==> src/rtl/mem_access_ctrl.sv <==
// ============================================================================
// mem_access_ctrl
// ----------------------------------------------------------------------------
// LC-3 memory access controller. Owns MAR and MDR, sequences a fixed
// wait-state access to external memory for each rising edge of memEn, and
// returns a one-cycle ready pulse (R) to the control FSM.
//
// Optional feature macro: MMIO_EN
//   When defined, the keyboard/display device registers at xFE00 (KBSR),
//   xFE02 (KBDR), xFE04 (DSR) and xFE06 (DDR) are served internally and
//   never reach external memory. When undefined, the device ports are absent
//   and every address goes to external memory.
//
// Parameters
//   WAIT_CYCLES : cycles memReq is held per access, legal range 1..15
//
// Ports
//   clk       in   system clock, rising edge
//   reset     in   asynchronous, active-low reset
//   Bus       in   datapath bus, source for MAR and (mioEn=0) MDR
//   ldMAR     in   load MAR from Bus (ignored during ACCESS)
//   ldMDR     in   load MDR from Bus when mioEn=0 (ignored during ACCESS)
//   mioEn     in   MDR source select: 1 = memory path, 0 = Bus
//   memEn     in   access request, rising edge starts one access
//   rw        in   1 = write, 0 = read, sampled with the memEn rising edge
//   memRdata  in   external read data, valid on the last ACCESS cycle
//   MAROut    out  MAR contents
//   MDROut    out  MDR contents
//   R         out  access complete, one-cycle pulse
//   memReq    out  external request, held for the whole access
//   memWe     out  external write enable (latched rw while memReq=1)
//   memAddr   out  always MAROut
//   memWdata  out  always MDROut
//   kbData    in   (MMIO_EN) keyboard data
//   kbValid   in   (MMIO_EN) keyboard data strobe
//   dsrReady  in   (MMIO_EN) display ready status
//   ddrOut    out  (MMIO_EN) display data register
//   ddrWr     out  (MMIO_EN) display write pulse
// ============================================================================
module mem_access_ctrl #(
    parameter int WAIT_CYCLES = 4
) (
    input  logic        clk,
    input  logic        reset,
    input  logic [15:0] Bus,
    input  logic        ldMAR,
    input  logic        ldMDR,
    input  logic        mioEn,
    input  logic        memEn,
    input  logic        rw,
    input  logic [15:0] memRdata,
`ifdef MMIO_EN
    input  logic [7:0]  kbData,
    input  logic        kbValid,
    input  logic        dsrReady,
    output logic [7:0]  ddrOut,
    output logic        ddrWr,
`endif
    output logic [15:0] MAROut,
    output logic [15:0] MDROut,
    output logic        R,
    output logic        memReq,
    output logic        memWe,
    output logic [15:0] memAddr,
    output logic [15:0] memWdata
);

    typedef enum logic [1:0] {
        ST_IDLE   = 2'd0,
        ST_ACCESS = 2'd1,
        ST_DONE   = 2'd2
    } state_t;

    localparam logic [3:0] WAIT_LOAD = 4'(WAIT_CYCLES - 1);

`ifdef MMIO_EN
    localparam logic [15:0] ADDR_KBSR = 16'hFE00;
    localparam logic [15:0] ADDR_KBDR = 16'hFE02;
    localparam logic [15:0] ADDR_DSR  = 16'hFE04;
    localparam logic [15:0] ADDR_DDR  = 16'hFE06;
`endif

    state_t      state_q, state_d;
    logic [3:0]  cnt_q, cnt_d;
    logic        rw_q, rw_d;
    logic        memen_prev_q, memen_prev_d;
    logic [15:0] mar_q, mar_d;
    logic [15:0] mdr_q, mdr_d;

    logic        start_s;      // memEn rising edge seen while idle
    logic        mmio_hit_s;   // current (possibly just-loaded) MAR is a device register
    logic [15:0] mdr_bus_s;    // MDR value after an ordinary Bus load outside ACCESS
    logic [15:0] mmio_rdata_s; // device register read value

`ifdef MMIO_EN
    logic        kb_ready_q, kb_ready_d;
    logic [7:0]  kb_data_q, kb_data_d;
    logic [7:0]  ddr_out_q, ddr_out_d;
    logic        ddr_wr_q, ddr_wr_d;
`endif

    // Access-start detection and device address decode
    always_comb begin
        start_s      = 1'b0;
        mmio_hit_s   = 1'b0;
        mmio_rdata_s = 16'h0000;
        if ((state_q == ST_IDLE) && memEn && !memen_prev_q) begin
            start_s = 1'b1;
        end else begin
            start_s = 1'b0;
        end
`ifdef MMIO_EN
        // Decode uses mar_d so an ldMAR in the start cycle selects the target
        case (mar_d)
            ADDR_KBSR: begin
                mmio_hit_s   = 1'b1;
                mmio_rdata_s = {kb_ready_q, 15'h0000};
            end
            ADDR_KBDR: begin
                mmio_hit_s   = 1'b1;
                mmio_rdata_s = {8'h00, kb_data_q};
            end
            ADDR_DSR: begin
                mmio_hit_s   = 1'b1;
                mmio_rdata_s = {dsrReady, 15'h0000};
            end
            ADDR_DDR: begin
                mmio_hit_s   = 1'b1;
                mmio_rdata_s = 16'h0000;
            end
            default: begin
                mmio_hit_s   = 1'b0;
                mmio_rdata_s = 16'h0000;
            end
        endcase
`endif
    end

    // FSM state register
    always_ff @(posedge clk or negedge reset) begin
        if (!reset) begin
            state_q <= ST_IDLE;
        end else begin
            state_q <= state_d;
        end
    end

    // FSM next-state, wait counter and latched direction
    always_comb begin
        state_d = state_q;
        cnt_d   = cnt_q;
        rw_d    = rw_q;
        case (state_q)
            ST_IDLE: begin
                if (start_s) begin
                    rw_d = rw;
                    if (mmio_hit_s) begin
                        // Device registers complete without an external cycle
                        state_d = ST_DONE;
                        cnt_d   = 4'd0;
                    end else begin
                        state_d = ST_ACCESS;
                        cnt_d   = WAIT_LOAD;
                    end
                end else begin
                    state_d = ST_IDLE;
                end
            end
            ST_ACCESS: begin
                if (cnt_q == 4'd0) begin
                    state_d = ST_DONE;
                end else begin
                    cnt_d = cnt_q - 4'd1;
                end
            end
            ST_DONE: begin
                state_d = ST_IDLE;
            end
            default: begin
                state_d = ST_IDLE;
                cnt_d   = 4'd0;
            end
        endcase
    end

    // FSM outputs, decoded from registered state only
    always_comb begin
        memReq = 1'b0;
        memWe  = 1'b0;
        R      = 1'b0;
        case (state_q)
            ST_ACCESS: begin
                memReq = 1'b1;
                memWe  = rw_q;
            end
            ST_DONE: begin
                R = 1'b1;
            end
            default: begin
                memReq = 1'b0;
                memWe  = 1'b0;
                R      = 1'b0;
            end
        endcase
    end

    // MAR/MDR next values; both registers are locked while ACCESS is active
    always_comb begin
        memen_prev_d = memEn;
        mar_d        = mar_q;
        mdr_bus_s    = mdr_q;
        mdr_d        = mdr_q;
        if (state_q == ST_ACCESS) begin
            mar_d     = mar_q;
            mdr_bus_s = mdr_q;
            if ((cnt_q == 4'd0) && !rw_q) begin
                mdr_d = memRdata;
            end else begin
                mdr_d = mdr_q;
            end
        end else begin
            if (ldMAR) begin
                mar_d = Bus;
            end else begin
                mar_d = mar_q;
            end
            // mioEn=1 loads are owned by the FSM, so only the Bus path is here
            if (ldMDR && !mioEn) begin
                mdr_bus_s = Bus;
            end else begin
                mdr_bus_s = mdr_q;
            end
            // A device read in the start cycle takes priority over a Bus load
            if (start_s && mmio_hit_s && !rw) begin
                mdr_d = mmio_rdata_s;
            end else begin
                mdr_d = mdr_bus_s;
            end
        end
    end

    // Datapath registers and memEn history
    always_ff @(posedge clk or negedge reset) begin
        if (!reset) begin
            cnt_q        <= 4'd0;
            rw_q         <= 1'b0;
            memen_prev_q <= 1'b0;
            mar_q        <= 16'h0000;
            mdr_q        <= 16'h0000;
        end else begin
            cnt_q        <= cnt_d;
            rw_q         <= rw_d;
            memen_prev_q <= memen_prev_d;
            mar_q        <= mar_d;
            mdr_q        <= mdr_d;
        end
    end

`ifdef MMIO_EN
    // Keyboard status/data and display register next values
    always_comb begin
        kb_ready_d = kb_ready_q;
        kb_data_d  = kb_data_q;
        ddr_out_d  = ddr_out_q;
        ddr_wr_d   = 1'b0;
        // A new keystroke on the same edge as a KBDR read keeps kbReady set
        if (kbValid) begin
            kb_ready_d = 1'b1;
            kb_data_d  = kbData;
        end else if (start_s && !rw && (mar_d == ADDR_KBDR)) begin
            kb_ready_d = 1'b0;
        end else begin
            kb_ready_d = kb_ready_q;
        end
        if (start_s && rw && (mar_d == ADDR_DDR)) begin
            ddr_out_d = mdr_bus_s[7:0];
            ddr_wr_d  = 1'b1;
        end else begin
            ddr_out_d = ddr_out_q;
            ddr_wr_d  = 1'b0;
        end
    end

    // Device registers
    always_ff @(posedge clk or negedge reset) begin
        if (!reset) begin
            kb_ready_q <= 1'b0;
            kb_data_q  <= 8'h00;
            ddr_out_q  <= 8'h00;
            ddr_wr_q   <= 1'b0;
        end else begin
            kb_ready_q <= kb_ready_d;
            kb_data_q  <= kb_data_d;
            ddr_out_q  <= ddr_out_d;
            ddr_wr_q   <= ddr_wr_d;
        end
    end

    assign ddrOut = ddr_out_q;
    assign ddrWr  = ddr_wr_q;
`endif

    assign MAROut   = mar_q;
    assign MDROut   = mdr_q;
    assign memAddr  = mar_q;
    assign memWdata = mdr_q;

endmodule
==> config.mk <==
export PLATFORM = sky130hd
export DESIGN_NAME = mem_access_ctrl
export DESIGN_NICKNAME = d
export VERILOG_FILES = /design/src/rtl/mem_access_ctrl.sv
export SDC_FILE = /design/constraint.sdc
export NUM_CORES = 1
export LEC_CHECK = 0
export ABC_AREA = 1
export CORE_MARGIN = 1.5
export CORE_UTILIZATION = 45
export CTS_BUF_LIST = sky130_fd_sc_hd__clkbuf_4 sky130_fd_sc_hd__clkbuf_8
export CTS_CLUSTER_DIAMETER = 150
export CTS_CLUSTER_SIZE = 25
export DETAILED_ROUTE_END_ITERATION = 16
export PLACE_DENSITY = 0.95
export SLEW_MARGIN = 40
export SYNTH_ARGS = -nofsm -noshare
export SYNTH_HDL_FRONTEND = slang
export SYNTH_SLANG_ARGS = --single-unit
==> constraint.sdc <==
create_clock -name clk -period 4.2 [get_ports clk]
set_clock_uncertainty 0.05 [all_clocks]
set_input_delay 0.63 -clock clk [delete_from_list [all_inputs] [get_ports clk]]
set_output_delay 0.63 -clock clk [all_outputs]
set_load 0.005 [all_outputs]
==> flow_metrics.tcl, run 1 <==
set metrics [dict create \
    die_h_um 72.1 \
    drtIter0Drc 102 \
    cellPowerDensity_mw_per_mm2 725 \
    dieArea_mm2 0.00520 \
    grt_pass1_wl_um 9290 \
    die_width_um 72.1 \
    vias 2003 \
    cts_max_path_buffers 2 \
    drive_above_1_share_pct 4.65 \
    avgSynthCellArea_um2 7.85 \
    tightest_slew_ns 0.757 \
    cp.required_ns 3.52 \
    fp-row-count 24 \
    rsz0062_at_grt "no" \
    syn_area_mm2 0.00215 \
    antenna_cells 0 \
    hpwl_um 4140 \
    wirelength_um 5660 \
    mappedNetlistNets 315 \
    cts_tree "built" \
    worst_ep_arrival_time_ns 2.22 \
    critPathLaunchType "register" \
    wl_per_cell_um 14.3 \
    ys_ff_latch 40 \
    clock_latency_ns 0.29 \
    status "completed" \
    synth_cells 274 \
    synth_area_leaders "dfrtp_1, nand2_1, buf_4, nand3_1, buf_6" \
    start_util_pct 48.0 \
    hp-class "input pin to async pin" \
    grt_pass1_vias 1961 \
    ys_seq_area_share_pct 46.6 \
    drv_cap 0 \
    endpoint_kind "output port" \
    post-route-drc-count 0 \
    final_cell_mix "nand2_1, clkdlybuf4s50_1, dfrtp_1" \
    cts_hold_buffers 0 \
    path_class "register to output port" \
    slew_violations 0 \
    postCtsResizedCells 0 \
    core_area_mm2 0.00447 \
    period_minus_slack_ns 2.90 \
    setup_viol 0 \
    finalSetupTns_ns 0 \
    hold_viol 0 \
    grt_antenna_before_repair 0 \
    cts_root_buf "clkbuf_8" \
    area_growth_pct 41.4 \
    grt_usage_pct 23.1 \
    cp_max_fo 39 \
    h-tree-depth 2 \
    cts.clk_slew.worst_paths_ns 0.08 \
    peakVddDrop_uv 445 \
    synth_top_cell_by_area "dfrtp_1" \
    postCtsSetupBuffers 0 \
    cts_made_buffers 5 \
    port_buffers 105 \
    fmax_mhz 345 \
    grt_start_max_net_pins 41 \
    clkSinkCount 40 \
    worst_hold_slack_ns 0.261 \
    p_total_mw 2.20 \
    yosys_warnings 0 \
    vias_per_cell 5.06 \
    synth_top_area_share_pct 46.6 \
    dr.pass1.iters 4 \
    gp_congestion 0.863 \
    leakagePower_nw 1.50 \
    grt-ovfl-total 0 \
    max-slew-margin-rel_pct 49.3 \
    ios 106 \
    min_period_over_period_pct 68.9 \
    final_common_cell "nand2_1" \
    fin_nets 384 \
    synth.distinct_cells 19 \
    ant_nets 0 \
]
==> report_power, final <==
group          internal [mW]  leakage (nW)  switching, mW  total [mW]
combinational          0.688         0.956          0.534        1.22
clock                  0.131        0.0510          0.132       0.264
sequential             0.563         0.497          0.154       0.717
==> state kept, by name (all words and copies together), names as in the netlist <==
name	flops
memen_prev_q	1
MAROut	16
cnt_q	4
rw_q	1
state_q	2
MDROut	16
==> final timing paths <==
check                                start          to  slack [ns]  cells past startpoint
worst max-delay path            state_q[1]      memReq        1.30                      4
worst min-delay path                 reset   MDROut[9]        0.26                      1
worst max register to register  state_q[1]   MDROut[9]        2.01                      6
worst min register to register  MAROut[14]  MAROut[14]        0.46                      2
max in group asynchronous            reset   MDROut[1]        3.49                      1
min in group clk                MAROut[14]  MAROut[14]        0.46                      2
==> kinds of logic after synthesis <==
group / Yosys count / synth area share (%)
XOR/XNOR: 1 / 0.408
AO/OA/AOI/OAI: 5 / 1.16
adder cells (fa/ha/maj): 2 / 1.16
AND/OR/NAND/NOR: 177 / 34.8
flip-flops: 40 / 46.6
buffers and inverters: 49 / 15.9
==> metrics by stage <==
| step | setup slack, ns | cell area [µm²] | instances | util, % |
|---|---|---|---|---|
| final | 1.30 | 3040 | 396 | 67.9 |
| after global placement | 1.68 | 2940 | 388 | 65.8 |
| after floorplan | 2.54 | 2150 | 274 | - |
| after CTS | 1.29 | 3040 | 396 | 67.9 |
| after global routing | 1.12 | 3040 | 396 | 67.9 |
| after detailed placement | 1.62 | 2950 | 388 | 65.9 |
==> cell usage after synthesis, drive strengths merged <==
cell type    n
buf         41
nand3b       2
ha           2
nand2      130
dfrtp       40
nor2         9
clkbuf       2
a21oi        3
o21ai        2
nand3       36
xnor2        1
inv          6
==> layer usage <==
layer,vias to the layer above,global-route usage [%],routed length (µm)
met2,105,40.0,2800
li1,961,-,-
met3,12,4.44,477
met1,925,28.7,2260
met5,-,0,0
met4,0,8.60,116
==> area by class of cell <==
cell class,instances,area [µm²]
flip-flops and latches,40,1000
repair buffers,105,1050
well taps,52,65.1
clock buffers,6,82.6
multi-input cells,185,807
clock inverters,2,10.0
inverters,6,25.0
fillers,366,1440
==> critical path, cell delays in order, from the launching register on <==
cell	delay (ns)
dfrtp_1	0.41
inv_1	0.11
nand2_2	0.44
inv_4	0.39
clkdlybuf4s50_1	0.56
(Power assumes the default switching activity.)
==> run 2: changes to the inputs <==
--- a/config.mk
+++ b/config.mk
@@ -7,12 +7,12 @@
 export LEC_CHECK = 0
 export ABC_AREA = 1
 export CORE_MARGIN = 1.5
-export CORE_UTILIZATION = 45
+export CORE_UTILIZATION = 42
 export CTS_BUF_LIST = sky130_fd_sc_hd__clkbuf_4 sky130_fd_sc_hd__clkbuf_8
 export CTS_CLUSTER_DIAMETER = 150
 export CTS_CLUSTER_SIZE = 25
 export DETAILED_ROUTE_END_ITERATION = 16
-export PLACE_DENSITY = 0.95
+export PLACE_DENSITY = 0.94
 export SLEW_MARGIN = 40
 export SYNTH_ARGS = -nofsm -noshare
 export SYNTH_HDL_FRONTEND = slang
==> constraint.sdc (replaced) <==
create_clock -name clk -period 2.9 [get_ports clk]
set_clock_uncertainty 0.05 [all_clocks]
set_input_delay 0.435 -clock clk [delete_from_list [all_inputs] [get_ports clk]]
set_output_delay 0.435 -clock clk [all_outputs]
set_load 0.005 [all_outputs]
==> flow_metrics.tcl, run 2 (synthesis results as in run 1) <==
set metrics [dict create \
    path_class "register to output port" \
    max-slew-margin-rel_pct 66.3 \
    grt_usage_pct 21.8 \
    rsz0062_at_grt "no" \
    postCtsResizedCells 0 \
    crit_slowest_cell "clkdlybuf4s50_1" \
    grt-ovfl-total 0 \
    setup_slack_ns 0.546 \
    cts_tree "built" \
    final_cell_mix "nand2_1, clkdlybuf4s50_1, dfrtp_1" \
    tightest_slew_ns 0.505 \
    port_buffers 105 \
    post-route-drc-count 0 \
    cp_max_fo 18 \
    vias_per_cell 4.90 \
    grt_pass1_wl_um 9030 \
    clock_latency_ns 0.30 \
    place_inst 405 \
    status "completed" \
    r2r-start "state_q[1]" \
    leakagePower_nw 1.51 \
    final_cell_count_no_fill 413 \
    critPathLaunchType "register" \
    hpwl_um 4310 \
    die_width_um 74.5 \
    clkSinkCount 40 \
    endpoint_kind "output port" \
    hp-class "input pin to async pin" \
    cellPowerDensity_mw_per_mm2 1050 \
    vias 2024 \
    cts_hold_buffers 0 \
    fp-row-count 25 \
    dieArea_mm2 0.00556 \
    area_growth_pct 43.2 \
    cp.required_ns 2.41 \
    drive_above_1_share_pct 5.20 \
    setup_viol 0 \
    grt_pass1_vias 1979 \
    cts_root_buf "clkbuf_8" \
    postCtsSetupBuffers 0 \
    dr.pass1.iters 4 \
    design_area_mm2 0.00308 \
    cts_made_buffers 5 \
    wirelength_um 5760 \
    period_minus_slack_ns 2.35 \
    drv_cap 0 \
    h-tree-depth 2 \
    cts.clk_slew.worst_paths_ns 0.08 \
    fmax_mhz 425 \
    p_total_mw 3.22 \
    cts_max_path_buffers 2 \
    critPathMaxStageDelay_ns 0.53 \
    ant_nets 0 \
    start_util_pct 44.6 \
    peakVddDrop_uv 472 \
    wl_per_cell_um 13.9 \
    ios 106 \
    fin_nets 386 \
    core_area_mm2 0.00482 \
    rr_worst_depth 6 \
    die_h_um 74.5 \
    slew_violations 0 \
    r2r_end "MDROut[9]" \
    min_period_over_period_pct 81.2 \
    drtIter0Drc 66 \
    antenna_cells 0 \
    critical_path.cell_chain "inv_1 -> nand2_2 -> inv_4 -> clkdlybuf4s50_1" \
    pre_cts_slack_ns 0.873 \
    utilization_pct 63.9 \
    worst_hold_slack_ns 0.0472 \
    grt_antenna_before_repair 0 \
    reg2reg_slack_ns 1.10 \
    finalSetupTns_ns 0 \
    worst_ep_arrival_time_ns 1.87 \
    final_common_cell "nand2_1" \
    hold_viol 0 \
    grt_start_max_net_pins 41 \
    gp_congestion 0.850 \
    place_area_mm2 0.00298 \
]
-- run 2: cell types whose count changed in the layout (fill, tap and decap cells not counted) --
cell	previous run	this run
clkinv_2	2	0
clkinvlp_4	0	2
buf_4	1	3
-- run 2: worst max-delay path by stage --
stage	startpoint	end	slack (ns)	depth (start not counted)
after floorplan	state_q[1]	memWe	1.43	5
after global placement	state_q[1]	memReq	0.94	4
after detailed placement	state_q[1]	memReq	0.87	4
after CTS	state_q[1]	memReq	0.53	4
after global routing	state_q[1]	memReq	0.44	4
final	state_q[1]	memReq	0.55	4
-- run 2: worst max-delay path, delay by kind of cell (launching register included) --
| family | cells | cell delay [ns] |
|---|---|---|
| flip-flops | 1 | 0.41 |
| buffers and inverters | 3 | 0.91 |
| AND/OR/NAND/NOR | 1 | 0.24 |
-- run 2: cell type report --
| cell class | count | area (µm²) |
|---|---|---|
| clock inverter | 2 | 15.0 |
| timing repair buffer | 107 | 1060 |
| clock buffer | 6 | 82.6 |
| inverter | 6 | 25.0 |
| tap | 67 | 83.8 |
| fill | 434 | 1740 |
| sequential | 40 | 1000 |
| multi-input combinational | 185 | 807 |
-- run 2: metal layers --
metal | part of all wire [%] | vias up | track usage, %
met5 | 0 | - | 0
met4 | 1.7 | 0 | 6.67
met3 | 9.2 | 10 | 5.83
met2 | 52 | 109 | 40.1
met1 | 37 | 938 | 24.5
li1 | - | 967 | -
-- run 2: report_power, final --
part           switching, mW  total (mW)  internal [mW]
Clock                  0.208       0.400          0.193
Combinational          0.776        1.78           1.00
Sequential             0.221        1.04          0.815
Total                   1.20        3.22           2.01
